$ cat src/rtl/uart_tx_arbiter.sv
`default_nettype none
// ============================================================================
// Module      : uart_tx_arbiter
// Description : Message-granular round-robin arbiter sharing one UART TX core
//               between several byte producers, with lock timeout.
// Revision    : 1.0 - initial release
// ============================================================================
module uart_tx_arbiter #(
    parameter int NUM_REQ      = 4,
    parameter int DATA_BITS    = 8,
    parameter int LOCK_TIMEOUT = 1024
) (
    input  logic                          clk,
    input  logic                          rst,
    input  logic [NUM_REQ-1:0]            req_valid,
    input  logic [NUM_REQ*DATA_BITS-1:0]  req_data,
    input  logic [NUM_REQ-1:0]            req_last,
    output logic [NUM_REQ-1:0]            req_ready,
    output logic                          tx_write,
    output logic [DATA_BITS-1:0]          tx_data,
    input  logic                          tx_ready,
    output logic [NUM_REQ-1:0]            grant,
    output logic                          busy,
    output logic                          lock_tmo
);

    localparam int c_PTR_W = (NUM_REQ > 1) ? $clog2(NUM_REQ) : 1;
    localparam int c_CNT_W = $clog2(LOCK_TIMEOUT) + 1;

    localparam logic [2:0] c_IDLE   = 3'd0;
    localparam logic [2:0] c_ISSUE  = 3'd1;
    localparam logic [2:0] c_BLANK  = 3'd2;
    localparam logic [2:0] c_WAIT   = 3'd3;
    localparam logic [2:0] c_LOCKED = 3'd4;

    localparam logic [c_CNT_W-1:0] c_TMO_LAST = c_CNT_W'(LOCK_TIMEOUT - 1);
    localparam logic [c_PTR_W:0]   c_NUM      = (c_PTR_W + 1)'(NUM_REQ);

    logic [2:0]             r_state;
    logic [2:0]             w_next_state;
    logic [c_PTR_W-1:0]     r_rr_ptr;
    logic [c_PTR_W-1:0]     r_owner;
    logic [NUM_REQ-1:0]     r_grant;
    logic                   r_tx_write;
    logic [DATA_BITS-1:0]   r_tx_data;
    logic                   r_lock_tmo;
    logic [c_CNT_W-1:0]     r_tmo_cnt;
    logic                   r_last_q;

    logic [c_PTR_W:0]       w_scan;
    logic [c_PTR_W:0]       w_owner_inc;
    logic [c_PTR_W-1:0]     w_ptr_next;
    logic [c_PTR_W-1:0]     w_win_idx;
    logic                   w_win_found;
    logic [c_PTR_W-1:0]     w_sel_idx;
    logic [DATA_BITS-1:0]   w_sel_data;
    logic                   w_sel_last;
    logic [NUM_REQ-1:0]     w_ready;
    logic [NUM_REQ-1:0]     w_acc_vec;
    logic                   w_accept;
    logic                   w_tmo_hit;

    // Round-robin scan starting at r_rr_ptr, wrapping modulo NUM_REQ.
    always_comb begin
        w_win_found = 1'b0;
        w_win_idx   = '0;
        w_scan      = '0;
        for (int k = 0; k < NUM_REQ; k++) begin
            w_scan = {1'b0, r_rr_ptr} + (c_PTR_W + 1)'(k);
            if (w_scan >= c_NUM) w_scan = w_scan - c_NUM;
            if (!w_win_found && req_valid[w_scan[c_PTR_W-1:0]]) begin
                w_win_found = 1'b1;
                w_win_idx   = w_scan[c_PTR_W-1:0];
            end
        end
    end

    always_comb begin
        w_owner_inc = {1'b0, r_owner} + 1'b1;
        if (w_owner_inc == c_NUM) w_owner_inc = '0;
        w_ptr_next = w_owner_inc[c_PTR_W-1:0];
    end

    assign w_sel_idx  = (r_state == c_LOCKED) ? r_owner : w_win_idx;
    assign w_sel_data = req_data[w_sel_idx*DATA_BITS +: DATA_BITS];
    assign w_sel_last = req_last[w_sel_idx];

    // Output decode: only the RR winner (IDLE) or the lock owner sees ready.
    always_comb begin
        w_ready = '0;
        case (r_state)
            c_IDLE:   if (w_win_found) w_ready[w_win_idx] = tx_ready;
            c_LOCKED: w_ready[r_owner] = tx_ready;
            default:  w_ready = '0;
        endcase
        if (rst) w_ready = '0;
    end

    assign w_acc_vec = req_valid & w_ready;
    assign w_accept  = |w_acc_vec;
    assign w_tmo_hit = (r_state == c_LOCKED) && !w_accept && (r_tmo_cnt == c_TMO_LAST);

    always_comb begin
        w_next_state = c_IDLE;
        case (r_state)
            c_IDLE:   w_next_state = w_accept ? c_ISSUE : c_IDLE;
            c_ISSUE:  w_next_state = c_BLANK;
            c_BLANK:  w_next_state = c_WAIT;
            c_WAIT:   w_next_state = !tx_ready ? c_WAIT : (r_last_q ? c_IDLE : c_LOCKED);
            c_LOCKED: w_next_state = w_accept ? c_ISSUE : (w_tmo_hit ? c_IDLE : c_LOCKED);
            default:  w_next_state = c_IDLE;
        endcase
    end

    always_ff @(posedge clk or posedge rst) begin
        if (rst) r_state <= c_IDLE;
        else     r_state <= w_next_state;
    end

    always_ff @(posedge clk or posedge rst) begin
        if (rst) begin
            r_rr_ptr   <= '0;
            r_owner    <= '0;
            r_grant    <= '0;
            r_tx_write <= 1'b0;
            r_tx_data  <= '0;
            r_lock_tmo <= 1'b0;
            r_tmo_cnt  <= '0;
            r_last_q   <= 1'b0;
        end else begin
            r_tx_write <= w_accept;
            r_lock_tmo <= w_tmo_hit;
            if (w_accept) begin
                r_tx_data <= w_sel_data;
                r_last_q  <= w_sel_last;
                r_owner   <= w_sel_idx;
                r_grant   <= w_acc_vec;
            end
            if (r_state == c_WAIT && tx_ready) begin
                if (r_last_q) begin
                    r_grant  <= '0;
                    r_rr_ptr <= w_ptr_next;
                end else begin
                    r_tmo_cnt <= '0;
                end
            end
            if (r_state == c_LOCKED && !w_accept) r_tmo_cnt <= r_tmo_cnt + 1'b1;
            if (w_tmo_hit) begin
                r_grant  <= '0;
                r_rr_ptr <= w_ptr_next;
            end
            if (r_state > c_LOCKED) r_grant <= '0;
        end
    end

    assign req_ready = w_ready;
    assign tx_write  = r_tx_write;
    assign tx_data   = r_tx_data;
    assign grant     = r_grant;
    assign busy      = (r_state != c_IDLE);
    assign lock_tmo  = r_lock_tmo;

endmodule
`default_nettype wire

$ cat config.mk
export PLATFORM = sky130hd
export DESIGN_NAME = uart_tx_arbiter
export DESIGN_NICKNAME = d
export VERILOG_FILES = /design/src/rtl/uart_tx_arbiter.sv
export SDC_FILE = /design/constraint.sdc
export NUM_CORES = 1
export LEC_CHECK = 0
export BUFFER_PORTS_ARGS = -buffer_cell sky130_fd_sc_hd__buf_2
export CORE_ASPECT_RATIO = 1.2
export CORE_MARGIN = 8
export CORE_UTILIZATION = 46
export CTS_CLUSTER_SIZE = 12
export DETAILED_ROUTE_END_ITERATION = 12
export HOLD_SLACK_MARGIN = 0.08
export PLACE_DENSITY_LB_ADDON = 0.1
export SYNTH_ARGS = -nofsm -noshare
export SYNTH_HDL_FRONTEND = slang
export SYNTH_SLANG_ARGS = --single-unit
$ cat constraint.sdc
create_clock -name clk -period 2.5 [get_ports clk]
set_clock_uncertainty 0.15 [all_clocks]
set_input_delay 0 -clock clk [delete_from_list [all_inputs] [get_ports clk]]
set_output_delay 0 -clock clk [all_outputs]
set_load 0.02 [all_outputs]
==> results.md, run 1 <==
Synthesis:
- The synthesized netlist net count is 283.
- The total standard cell area after synthesis is 0.00216 sq mm.
- The total number of yosys warnings is 0.
- Sorting the synthesized cells by area gives the leading types as sky130_fd_sc_hd__dfrtp_1 38%, sky130_fd_sc_hd__mux2i_1 8.8%, sky130_fd_sc_hd__mux2_2 6.2%.
- For this run, the register share of the synthesized area comes to 0.382.
- The cell type with the largest total area after synthesis is sky130_fd_sc_hd__dfrtp_1.
- The mean post-synth cell area is 9.24 sq um.
- The share of synthesized area in the top cell type comes to 0.382.
- Among all cell types in the netlist, the one instantiated most often is sky130_fd_sc_hd__dfrtp_1.
- The post-synthesis register bit count is 33.
- Of all flip-flops after synthesis, the portion carrying an async set or reset was 1.00.
- The main flop type after synthesis is sky130_fd_sc_hd__dfrtp_1.
- Counting instances in the post-synthesis netlist gives the leading cell types as 33 x sky130_fd_sc_hd__dfrtp_1, 28 x sky130_fd_sc_hd__nand2_1, 22 x sky130_fd_sc_hd__nor2_1, 19 x sky130_fd_sc_hd__mux2i_1.
- The synthesized design contains 0 enable-type register cells.
- After technology mapping, the gate count stands at 234.
- After synthesis, the netlist uses 46 different library cells.

Clock network:
- The root cell of the clock tree is sky130_fd_sc_hd__clkbuf_8.
- For this design, the sink count on the clock tree is 33.
- After clock tree synthesis, the clock-pin slew on the worst setup and hold paths is 0.07 ns.
- No sink is reached through more buffers than the 2 on the longest clock path.
- The clock reaches the later pin of the worst-skew pair after 0.29 ns.
- The number of levels in the clock H-tree is 2.
- The TritonCTS clock tree is done.
- Clock tree synthesis inserted a total of 5 buffers.

GRT:
- The first global-routing pass estimated 12.7 mm of wire.
- The global routing usage summed across all routing layers is 0.218.
- The via count of the first global-routing pass is 2,591.
- Summed over all layers, the global routing overflow is 0.
- The maximum number of pins on one net before global-route repair is 26.
- The initial antenna violation count is 0.

Timing:
- The max-slew violation total from the final report is 0.
- Once routing completed, OpenROAD measured the worst setup slack at -0.311 ns.
- Based on the critical path, the design can be clocked at up to 356 MHz.
- The period utilization is 1.12.
- The relative slew slack is 0.603.
- The worst hold-check slack is 0.138 ns.
- The number of hold violations in the final report is 0.
- The final-report setup violation count is 29.
- The minimum clock period after layout is 2.81 ns.
- For the pin with the worst max-slew slack, the measured transition is 0.594 ns.
- Setup repair after global routing could not meet its margin everywhere.
- Adding up every negative setup slack in the final design gives -4.66 ns.

Critical path:
- The startpoint of the worst setup timing path is r_state[0]$_DFF_PP0_.
- By startpoint and endpoint, the worst setup path is classified as reg2reg.
- The signal on the critical path passes through buf_4 -> nor2_1 -> buf_4 -> and2_1 -> nand2_1 -> o31ai_4 -> buf_12 -> buf_12 -> buf_6 -> mux2i_1 -> mux2_4 -> o21ai_2.
- STA classifies the critical path endpoint as a flip-flop.
- For this run, the slowest stage of the critical path takes 0.40 ns.
- The instance count on the critical path is 12.
- The number of cells on the worst reg-to-reg path is 12.
- The required time of the critical path is 2.53 ns.
- The critical path contains buffers and inverters numbering 5 combined.
- The critical path ends at tx_data[2]$_DFFE_PP0N_.
- The startpoint identified for the worst register-to-register timing path is r_state[0]$_DFF_PP0_.
- Along the worst path, the maximum fanout reaches 9.
- The standard cell with the maximum stage delay on the critical path is sky130_fd_sc_hd__dfrtp_1.
- The type of origin of the critical path is a flip-flop.
- For the worst setup path, the data arrival time is 2.84 ns.
- The worst register-to-register path ends at tx_data[2]$_DFFE_PP0N_.
- Grouping stages by cell kind, the critical path spends the most delay in buffers and inverters.
- The slack of the worst reg-to-reg path is -0.31 ns.

Detailed routing:
- Summed over all layers, the routed wires come to 10.2 mm.
- The number of DRC violations after detailed-routing iteration 0 is 214.
- In the routed layout, each cell is associated on average with a via count of 6.19.
- The count of nets left with antenna violations after detail routing is 0.
- The total DRC errors in the routed layout is 0.
- The routed wire length per instance is 22.9 microns.
- The overall via count from detail_route is 2,760.
- The length of the first detailed-routing pass in iterations is 5.

Cells and area:
- The final non-filler cell area is 0.00389 sq mm.
- After filler insertion, the fill cell instance count of the layout stands at 203.
- The finished layout holds 446 standard cells, fillers aside.
- Once layout is complete, the utilization of the core stands at 0.854.
- The final layout contains 435 nets.
- Relative to the synthesized area, the layout overhead comes to 80.1%.
- In the final layout, the share of cells above drive strength 1 is 0.494.
- The sequential cell area in the final layout is 826 sq um.
- The multi-input combinational cells in the finished layout cover a total of 0.00160 sq mm.

Floorplan:
- The height of the die is 91.1 microns.
- The die covers 0.00716 sq mm.
- For this design the top-level I/O count stands at 62.
- In this run the horizontal extent of the chip is 78.6 microns.
- The initial standard-cell utilization of the core is 0.474.
- The area of the core region is 0.00456 sq mm.
- After floorplanning, the core was divided into 27 placement rows.

Pwr:
- The total power divided by cell area is 1060 mW/mm^2.
- The largest vdd supply drop is 0.657 mV.
- The leakage dissipation is 1.87 nW.
- Total power for the finished layout comes to 4.14 mW.

Hold path:
- The min-delay analysis places its worst path in the category in2reg.

Run status:
- The final reports fail on negative setup slack.
- The flow ran to the end, but the final reports show violations.

Placement:
- Timing analysis after detailed placement gives a worst setup slack of -0.220 ns.
- The number of port buffers is 61.
- In this run, placement finished with an instance count of 385.
- The HPWL after detailed placement is 4.46 mm.
- After detailed placement, the total cell area comes to 0.00284 sq mm.
- Routability-driven placement finished with a final weighted congestion of 0.878.

Flow run:
- The number of maximum-capacitance constraint violations is 0.
-- where the power goes --
part / total (mW) / switching (mW) / internal (mW)
combinational: 2.69 / 1.34 / 1.34
sequential: 0.917 / 0.196 / 0.722
clock: 0.537 / 0.212 / 0.325
-- what timing repair did --
action | 4_1_cts | 5_1_grt
endpoints found under the setup margin | 29 | 31
gates resized for setup | 34 | 62
hold endpoints to repair | 44 | 0
buffers inserted | 1 | 7
pin swaps | 14 | 22
gates cloned | 0 | 6
hold buffers | 39 | 0
-- logic make-up after synthesis --
family / count (synthesis) / share of synthesized area
multiplexers: 31 / 0.150
AO/OA/AOI/OAI: 49 / 0.163
adder cells (fa/ha/maj): 6 / 0.0347
flip-flops: 33 / 0.382
buffers and inverters: 17 / 0.0370
AND/OR/NAND/NOR: 98 / 0.233
-- worst min-delay path by stage --
stage                                        end  slack, ns          from  cells past startpoint
after global placement    tx_data[2]$_DFFE_PP0N_      -0.03           rst                      3
after floorplan                     req_ready[2]      -0.07           rst                      1
after CTS                   r_state[2]$_DFF_PP0_       0.12      tx_ready                      4
after detailed placement    r_state[0]$_DFF_PP0_      -0.03           rst                      3
after global routing          grant[2]$_DFF_PP0_       0.16  req_valid[2]                      6
final                         grant[2]$_DFF_PP0_       0.14  req_valid[2]                      6
-- metal layers --
| metal | track usage | up-vias | part of all wire |
|---|---|---|---|
| met5 | 0 | - | 0 |
| met3 | 0.0651 | 61 | 0.094 |
| met4 | 0.0898 | 0 | 0.058 |
| met2 | 0.370 | 209 | 0.49 |
| met1 | 0.247 | 1329 | 0.36 |
| li1 | - | 1161 | - |
-- cells in the final DEF (no fill, tap or decap), types with 5 or more instances in the layout --
| cell type | instances |
|---|---|
| sky130_fd_sc_hd__a21oi_2 | 7 |
| sky130_fd_sc_hd__a221o_1 | 6 |
| sky130_fd_sc_hd__buf_2 | 61 |
| sky130_fd_sc_hd__buf_4 | 36 |
| sky130_fd_sc_hd__buf_6 | 11 |
| sky130_fd_sc_hd__clkbuf_8 | 6 |
| sky130_fd_sc_hd__dfrtp_1 | 33 |
| sky130_fd_sc_hd__dlygate4sd3_1 | 39 |
| sky130_fd_sc_hd__ha_1 | 5 |
| sky130_fd_sc_hd__inv_1 | 7 |
| sky130_fd_sc_hd__mux2_4 | 11 |
| sky130_fd_sc_hd__mux2i_1 | 11 |
| sky130_fd_sc_hd__mux2i_2 | 5 |
| sky130_fd_sc_hd__nand2_1 | 21 |
| sky130_fd_sc_hd__nand2_4 | 5 |
| sky130_fd_sc_hd__nand3_1 | 9 |
| sky130_fd_sc_hd__nor2_1 | 16 |
| sky130_fd_sc_hd__o21ai_2 | 8 |
-- state kept, by name (all words and copies together) (netlist names) --
name / count
r_tmo_cnt: 11
tx_data: 8
grant: 4
r_state: 3
r_owner: 2
r_rr_ptr: 2
lock_tmo: 1
r_last_q: 1
tx_write: 1
-- worst min-delay path: cells and delay by family --
kind                   cells  cell delay [ns]
buffers and inverters      2             0.26
AOI/OAI and AO/OA          2             0.16
and+or+nand+nor            2             0.13
-- layout make-up --
cell class / count / area share
sequential: 33 / 0.212
clock buffer: 7 / 0.0222
antenna: 1 / 0.000643
clock inverter: 1 / 0.00771
tap: 58 / 0.0186
multi-input combinational: 184 / 0.410
inverter: 8 / 0.00803
timing repair buffer: 154 / 0.321
Note: power is estimated with default switching activity, not from simulation.
==> inputs of run 2 (changes only) <==
Settings changed: ABC_AREA from default to 1, GPL_ROUTABILITY_DRIVEN from default to 0.
==> results.md, run 2 <==
Clock network:
- The CTS buffer count is 5.
- The later pin in the worst-skew pair is clocked with a latency of 0.29 ns.
- The root cell of the clock tree is sky130_fd_sc_hd__clkbuf_8.
- The number of sinks on the clock net is 33.
- The H-tree generated during clock tree synthesis spans 2 levels.
- The maximum number of buffers from clock root to sink is 2.
- The TritonCTS clock tree is done.
- After clock tree synthesis, the clock-pin slew on the worst setup and hold paths is 0.07 ns.

Detailed routing:
- For this run, design rule violations remaining after detail routing come to 0.
- The sum of routed wire length over all layers is 7.42 mm.
- The routed via count divided by cell count is 5.06.
- The number of DRC violations after detailed-routing iteration 0 is 144.
- Once detail routing completed, the nets flagged for antenna violations numbered 0.
- The length of the first detailed-routing pass in iterations is 5.
- The routed wire length per instance is 14.4 microns.
- The overall via count from detail_route is 2,599.

Timing:
- At the pin with the least slew margin, the transition time is 0.640 ns.
- Measured against its own limit, the worst slew margin works out to 0.573.
- The setup slack of the critical path after layout is -0.0190 ns.
- Hold is met by 0.119 ns.
- Setup repair after global routing could not meet its margin everywhere.
- The final-report setup violation count is 7.
- The period utilization is 1.01.
- The number of hold violations in the final report is 0.
- Derived from the worst setup path, the maximum achievable clock frequency is 397 MHz.
- The max-slew violation total from the final report is 0.
- The minimum clock period after layout is 2.52 ns.
- The final sum of negative setup slack is -0.0699 ns.

Synthesis:
- The share of the Yosys chip area taken by registers is 0.366.
- For this run, asynchronously set or reset flops after synthesis account for 1.00.
- After synthesis, the most frequently instantiated cells are 103 x sky130_fd_sc_hd__nand2_1, 44 x sky130_fd_sc_hd__nor2_1, 33 x sky130_fd_sc_hd__dfrtp_1, 30 x sky130_fd_sc_hd__inv_1, 27 x sky130_fd_sc_hd__o21ai_0.
- The post-synthesis register bit count is 33.
- Of the post-synthesis cell area, the dominant cell type holds 0.366.
- The main flop type after synthesis is sky130_fd_sc_hd__dfrtp_1.
- The most frequently used cell type in the post-synthesis netlist is sky130_fd_sc_hd__nand2_1.
- Of the total synthesized cell area, the portion taken by AND, OR, NAND and NOR gates is 0.361.
- The total standard cell area after synthesis is 0.00226 sq mm.
- Counting every net in the synthesized netlist gives 381.
- The main combinational cell family by area after synthesis is simple AND/OR/NAND/NOR gates.
- Synthesis handed over a netlist of 332 instances.
- The cell type with the largest total area after synthesis is sky130_fd_sc_hd__dfrtp_1.
- Measured against the total synthesized area, the mux share comes to 0.
- The netlist uses 32 different library cells.
- Of the total synthesized cell area, the portion taken by full adders, half adders and majority gates is 0.0333.
- In the post-synthesis netlist, the biggest area contributors are sky130_fd_sc_hd__dfrtp_1 37%, sky130_fd_sc_hd__nand2_1 17%, sky130_fd_sc_hd__nor2_1 7.3%.
- The total number of yosys warnings is 0.
- Of the total synthesized cell area, the portion taken by XOR and XNOR cells is 0.0233.
- The synthesized design contains 0 enable-type register cells.
- The mean post-synth cell area is 6.80 sq um.
- The area fraction in compound gates after synthesis came to 0.135.

GRT:
- For this run, global-route usage on met1 was measured as 0.233.
- The via count of the first global-routing pass is 2,426.
- The global routing met3 resource utilization is 0.0417.
- In the global route stage, met2 resource usage came out at 0.311.
- The layer flagged by global routing as most heavily used is met2.
- Entering global routing, the biggest net connects 20 pins.
- The global routing usage summed across all routing layers is 0.194.
- The first global-routing pass estimated 11.6 mm of wire.
- The aggregate global routing overflow is 0.
- The initial antenna violation count is 0.

Critical path:
- The required time of the critical path is 2.52 ns.
- At the worst endpoint, the arrival time is 2.54 ns.
- The category of the worst setup path capture point is a flip-flop.
- The highest fanout seen on the critical path is 8.
- The type of origin of the critical path is a flip-flop.
- The worst setup path category is reg2reg.

Cells and area:
- Once layout is complete, the utilization of the core stands at 0.705.
- r_tmo_cnt holds more flip-flops than any other register.
- Of the cells placed in the final design, the portion with a size suffix greater than 1 is 0.317.
- After filler insertion, the fill cell instance count of the layout stands at 401.
- From synthesis to final layout, the design area changed by 50.9%.
- The library cell used most frequently in the layout, excluding fill and tap cells, is sky130_fd_sc_hd__nand2_1.
- The antenna cell count is 0.
- The library cells used most frequently in the layout, excluding fill and tap cells, are 84 x sky130_fd_sc_hd__nand2_1, 61 x sky130_fd_sc_hd__buf_2, 41 x sky130_fd_sc_hd__dlygate4sd3_1.
- The number of flip-flops under the largest register name is 11.
- The post-layout net count is 502.

Placement:
- The number of port buffers is 61.
- At the placement stage, the worst setup path has a slack of -0.0304 ns.
- The detailed-placement wirelength estimate is 4.71 mm.

Pwr:
- The total power divided by cell area is 1080 mW/mm^2.
- The combinational group share of total power is 0.670.
- The total net switching power is 1.88 mW.
- The share of power burned in the clock network is 0.102.
- The leakage dissipation is 1.74 nW.
- Of the total power, registers draw 0.227.
- The cell-internal power is 1.81 mW.
- IR analysis of the VDD net gives a maximum drop of 0.663 mV.
- The switching portion of total power is 0.510.

Flow run:
- The number of maximum-capacitance constraint violations is 0.

Floorplan:
- The horizontal extent of the die is 79.9 microns.
- The initial utilization of the core area, before any placement, comes to 0.467.
- The area of the core region is 0.00483 sq mm.
- Pin placement for this block handled 62 I/O pins.
- The die covers 0.00741 sq mm.
- The number of placement rows is 28.
- The die is 92.7 microns tall.

Run status:
- The flow ran to the end, but the final reports show violations.
- The checks that failed: negative setup slack.

Hold path:
- The type of the tightest min-delay check is in2reg.
## run 2: cell types whose count changed after synthesis, moves of 6 or more
cell | before | now
sky130_fd_sc_hd__a221o_1 | 6 | 0
sky130_fd_sc_hd__nand2_1 | 28 | 103
sky130_fd_sc_hd__nand3_1 | 10 | 24
sky130_fd_sc_hd__nor2_1 | 22 | 44
sky130_fd_sc_hd__inv_1 | 7 | 30
sky130_fd_sc_hd__mux2i_1 | 19 | 0
sky130_fd_sc_hd__o21ai_1 | 0 | 14
sky130_fd_sc_hd__o21ai_0 | 12 | 27
sky130_fd_sc_hd__mux2_2 | 12 | 0
## run 2: power groups by stage
| stage | clock [mW] | combinational, mW | sequential [mW] |
|---|---|---|---|
| 2_1_floorplan | 0 | 1.41 | 0.896 |
| 3_3_place_gp | 0 | 2.06 | 0.826 |
| 3_5_place_dp | 0 | 2.07 | 0.832 |
| 4_1_cts | 0.396 | 2.16 | 0.827 |
| 5_1_grt | 0.409 | 2.74 | 0.857 |
| 6_report | 0.378 | 2.47 | 0.838 |
## run 2: final cells by class
cell class                 instances  area [sq um]  area share
clock buffer                       6          72.6      0.0213
clock inverter                     2          10.0     0.00294
inverter                          33           130      0.0382
multi-input combinational        257          1390       0.407
sequential                        33           828       0.243
tap                               60          75.1      0.0220
timing repair buffer             121           891       0.261
timing repair inverter             2          15.0     0.00441
## run 2: repair_timing
action / in CTS / in global routing
setup buffers: 2 / 7
resized for setup: 3 / 55
pin swaps: 1 / 14
endpoints found under the hold margin: 24 / 0
gates cloned: 1 / 1
setup endpoints to repair: 13 / 32
hold buffers: 41 / 0
## run 2: final timing paths
path,from,endpoint,slack [ns],depth (start not counted)
min,req_last[3],r_last_q$_DFFE_PP0N_,0.12,7
max,r_rr_ptr[0]$_DFFE_PP0P_,grant[1]$_DFF_PP0_,-0.02,19
max reg2reg,r_rr_ptr[0]$_DFFE_PP0P_,grant[1]$_DFF_PP0_,-0.02,19
min in group asynchronous,rst,r_tmo_cnt[6]$_DFFE_PP0P_,0.24,3
max in group asynchronous,rst,r_rr_ptr[1]$_DFFE_PP0P_,1.29,4
min reg2reg,tx_data[3]$_DFFE_PP0N_,tx_data[3]$_DFFE_PP0N_,0.33,2
## run 2: layer usage
| metal | share of wire | up-vias |
|---|---|---|
| met3 | 0.059 | 26 |
| met1 | 0.40 | 1179 |
| met2 | 0.50 | 90 |
| met5 | 0 | - |
| li1 | - | 1304 |
| met4 | 0.042 | 0 |
## run 2: kinds of logic after synthesis
kind of cell	after synthesis
xor+xnor	6
flops	33
fa+ha+maj	6
buf+inv	42
compound gates	56
simple gates	189
## run 2: metrics by stage
stage,total power [mW],instances,cell area [sq um]
after global routing,4.00,514,3410
after detailed placement,2.90,454,2670
after CTS,3.38,506,3190
final,3.69,514,3410
after floorplan,2.30,332,2260
after global placement,2.89,454,2670
## run 2: critical path, stage by stage, from the launching register on
cell	delay, ns
sky130_fd_sc_hd__dfrtp_2	0.48
sky130_fd_sc_hd__buf_6	0.15
sky130_fd_sc_hd__nand2_1	0.05
sky130_fd_sc_hd__nand2_1	0.10
sky130_fd_sc_hd__nand2_1	0.10
sky130_fd_sc_hd__nand2_2	0.07
sky130_fd_sc_hd__nor2_4	0.12
sky130_fd_sc_hd__nand3_2	0.11
sky130_fd_sc_hd__nand2_2	0.09
sky130_fd_sc_hd__nor2_2	0.05
sky130_fd_sc_hd__nand2_1	0.07
sky130_fd_sc_hd__nand2_1	0.07
sky130_fd_sc_hd__nand3_2	0.08
sky130_fd_sc_hd__nand2_2	0.08
sky130_fd_sc_hd__nor2_4	0.12
sky130_fd_sc_hd__buf_12	0.14
sky130_fd_sc_hd__buf_6	0.11
sky130_fd_sc_hd__nand3_4	0.09
sky130_fd_sc_hd__nand3_4	0.11
sky130_fd_sc_hd__nor2_1	0.05
==> inputs of run 3 (changes only) <==
Clock period 2.5 ns to 3 ns, I/O delays scaled along.
==> results.md, run 3 (synthesized netlist as in run 2, its figures left out) <==
Floorplan:
- The die is 79.9 microns wide.
- The height of the die is 92.7 microns.
- The number of ports placed on the die boundary is 62.
- The die outline area is 0.00741 sq mm.
- The floorplan has 28 rows.
- The initial utilization of the core area, before any placement, comes to 0.467.
- The total area inside the core boundary comes to 0.00483 sq mm.

Timing:
- The max-slew violation total from the final report is 0.
- After layout, the minimum clock period comes to 2.84 ns.
- Based on the critical path, the design can be clocked at up to 352 MHz.
- The slew at the pin with the worst max-slew slack is 0.425 ns.
- The number of hold violations in the final report is 0.
- The relative slew slack is 0.713.
- Setup violations remaining at the end of the flow were counted as 0.
- In the finished design, the share of the clock period the worst path needs comes to 0.946.

Cells and area:
- The net count of the finished layout is 489.
- The area growth from synthesis to layout is 41.5%.
- In the layout the commonest cells are 100 x sky130_fd_sc_hd__nand2_1, 61 x sky130_fd_sc_hd__buf_2, 44 x sky130_fd_sc_hd__nor2_1.
- The most common cell after layout, fill and taps aside is sky130_fd_sc_hd__nand2_1.
- In the final layout, the share of cells above drive strength 1 is 0.236.
- The final non-filler cell area is 0.00319 sq mm.
- The register with the most flip-flops in the final layout is r_tmo_cnt.
- The antenna cell count is 0.
- The register with the most flip-flops in the layout has 11 of them.

Critical path:
- The worst setup path category is reg2reg.
- The startpoint of the most critical register-to-register path is r_rr_ptr[0]$_DFFE_PP0P_.
- Data on the critical path arrives at its endpoint at 2.86 ns.
- Along the worst path, the maximum fanout reaches 7.
- The slack of the worst reg-to-reg path is 0.16 ns.
- STA classifies the critical path endpoint as a flip-flop.
- The number of cells on the worst reg-to-reg path is 19.
- STA classifies the critical path startpoint as a flip-flop.
- The biggest cell delay along the critical path is 0.56 ns.
- The slowest stage of the critical path belongs to the cell sky130_fd_sc_hd__dlygate4sd3_1.
- The critical path goes through buf_6 -> nand2_1 -> nand2_1 -> nand2_1 -> nand2_1 -> nand2_2 -> nand2_1 -> nand2_1 -> nand2_2 -> o22ai_4 -> clkinv_4 -> buf_4 -> nor2_1 -> nor2_1 -> o21ai_0 -> o21ai_1 -> dlygate4sd3_1 -> nand2_1 -> nand2_1.
- The buffer and inverter count on the worst path is 4.
- The cell family contributing the most delay on the critical path is buffers and inverters.
- Among the stages of the critical path, the cell type that occurs most often is sky130_fd_sc_hd__nand2_1.
- The critical register-to-register path endpoint is tx_data[6]$_DFFE_PP0N_.
- The required time of the critical path is 3.03 ns.

GRT:
- The aggregate global routing overflow is 0.
- In the global route stage, overall resource usage came out at 0.185.
- The initial antenna violation count is 0.
- Entering global routing, the biggest net connects 20 pins.
- The first global-routing pass estimated 11.1 mm of wire.
- The via count of the first global-routing pass came to 2,428.

Clock network:
- At the later pin of the worst-skew pair, clock insertion delay measures 0.29 ns.
- TritonCTS built the clock tree.
- The clock slew seen by the registers of the worst setup and hold paths is 0.07 ns.
- Counting along the longest clock path gives a buffer depth of 2.
- The CTS buffer count is 5.
- In this run the clock root is driven by a sky130_fd_sc_hd__clkbuf_8.
- The clock net in this run drives a total of 33 sinks.
- The number of levels in the clock H-tree is 2.

Hold path:
- The worst hold path begins at req_data[25].
- Counting instances, the worst hold path has a depth of 7.
- The type of the tightest min-delay check is in2reg.
- The sink of the worst hold path is tx_data[1]$_DFFE_PP0N_.

Detailed routing:
- In the routed design, unresolved DRC markers number 0.
- The length of the first detailed-routing pass in iterations is 4.
- The sum of routed wire length over all layers is 6.87 mm.
- Dividing the detail-routed wire length by the instance count gives 13.7 microns.
- The routed layout has 2,481 vias.
- In this run, the number of DRC markers left after iteration 0 of detailed routing was 93.
- The routed via count divided by cell count is 4.95.
- The count of nets left with antenna violations after detail routing is 0.

Run status:
- The run finished with clean final reports.

Placement:
- After detailed placement, the total cell area comes to 0.00262 sq mm.
- The detailed-placement wirelength estimate is 4.56 mm.
- Port buffering added 61 buffers.

Pwr:
- The leakage dissipation is 1.70 nW.
- The total power divided by cell area is 1030 mW/mm^2.
- The largest vdd supply drop is 0.638 mV.
- The overall power of the completed layout is 3.27 mW.

Flow run:
- The number of maximum-capacitance constraint violations is 0.
-- run 3: cell types whose count changed in the layout (fill, tap and decap cells not counted), sizes merged --
cell / delta
clkbuf: -1
clkinv: +1
clkinvlp: -3
dlygate4sd3: -6
bufinv: +2
buf: -6
-- run 3: power breakdown --
part / switching (mW) / internal, mW / total (mW)
clock network: 0.165 / 0.330 / 0.495
logic: 1.25 / 0.843 / 2.09
registers: 0.106 / 0.583 / 0.689
-- run 3: area by class of cell --
type | instances | area (sq um)
Clock buffer | 5 | 68.8
Clock inverter | 3 | 65.1
Timing Repair Buffer | 109 | 757
Multi-Input combinational cell | 257 | 1260
Inverter | 33 | 131
Timing Repair inverter | 1 | 5.00
Sequential cell | 33 | 828
Fill cell | 435 | 1640
Tap cell | 60 | 75.1
-- run 3: worst max path at each step --
stage	start	to	slack [ns]	cells past startpoint
5_1_grt	r_rr_ptr[0]$_DFFE_PP0P_	tx_data[6]$_DFFE_PP0N_	-0.02	19
4_1_cts	r_rr_ptr[0]$_DFFE_PP0P_	r_last_q$_DFFE_PP0N_	0.09	18
3_3_place_gp	r_rr_ptr[0]$_DFFE_PP0P_	r_last_q$_DFFE_PP0N_	0.40	18
6_report	r_rr_ptr[0]$_DFFE_PP0P_	tx_data[6]$_DFFE_PP0N_	0.16	19
2_1_floorplan	r_rr_ptr[0]$_DFFE_PP0P_	r_tmo_cnt[3]$_DFFE_PP0P_	0.81	18
3_5_place_dp	r_rr_ptr[0]$_DFFE_PP0P_	tx_data[6]$_DFFE_PP0N_	0.36	18
-- run 3: what timing repair did --
item,in CTS,in global routing
hold buffers,38,0
setup buffers,0,8
gates resized for setup,0,12
endpoints found under the setup margin,0,11
endpoints found under the hold margin,47,0
-- run 3: worst reg2reg max path: cells and delay by family (launching register included) --
| family | cells | cell delay, ns |
|---|---|---|
| buf+inv | 4 | 0.98 |
| compound gates | 3 | 0.35 |
| flops | 1 | 0.47 |
| simple gates | 12 | 0.80 |
-- run 3: metal layers --
| layer | vias to the layer above | GRT usage | part of all wire |
|---|---|---|---|
| li1 | 1279 | - | - |
| met1 | 1116 | 0.217 | 0.43 |
| met2 | 73 | 0.315 | 0.49 |
| met3 | 13 | 0.0359 | 0.052 |
| met4 | 0 | 0.0821 | 0.023 |
| met5 | - | 0 | 0 |
-- run 3: stage by stage --
step           setup slack, ns  cells   util  setup TNS, ns  hold slack, ns
2_1_floorplan            0.815    332      -              0         -0.0731
3_3_place_gp             0.402    449  0.541              0         -0.0835
3_5_place_dp             0.363    449  0.541              0         -0.0804
4_1_cts                 0.0885    495  0.648              0          0.0808
5_1_grt                -0.0189    501  0.661        -0.0374           0.145
6_report                 0.163    501  0.661              0          0.0396
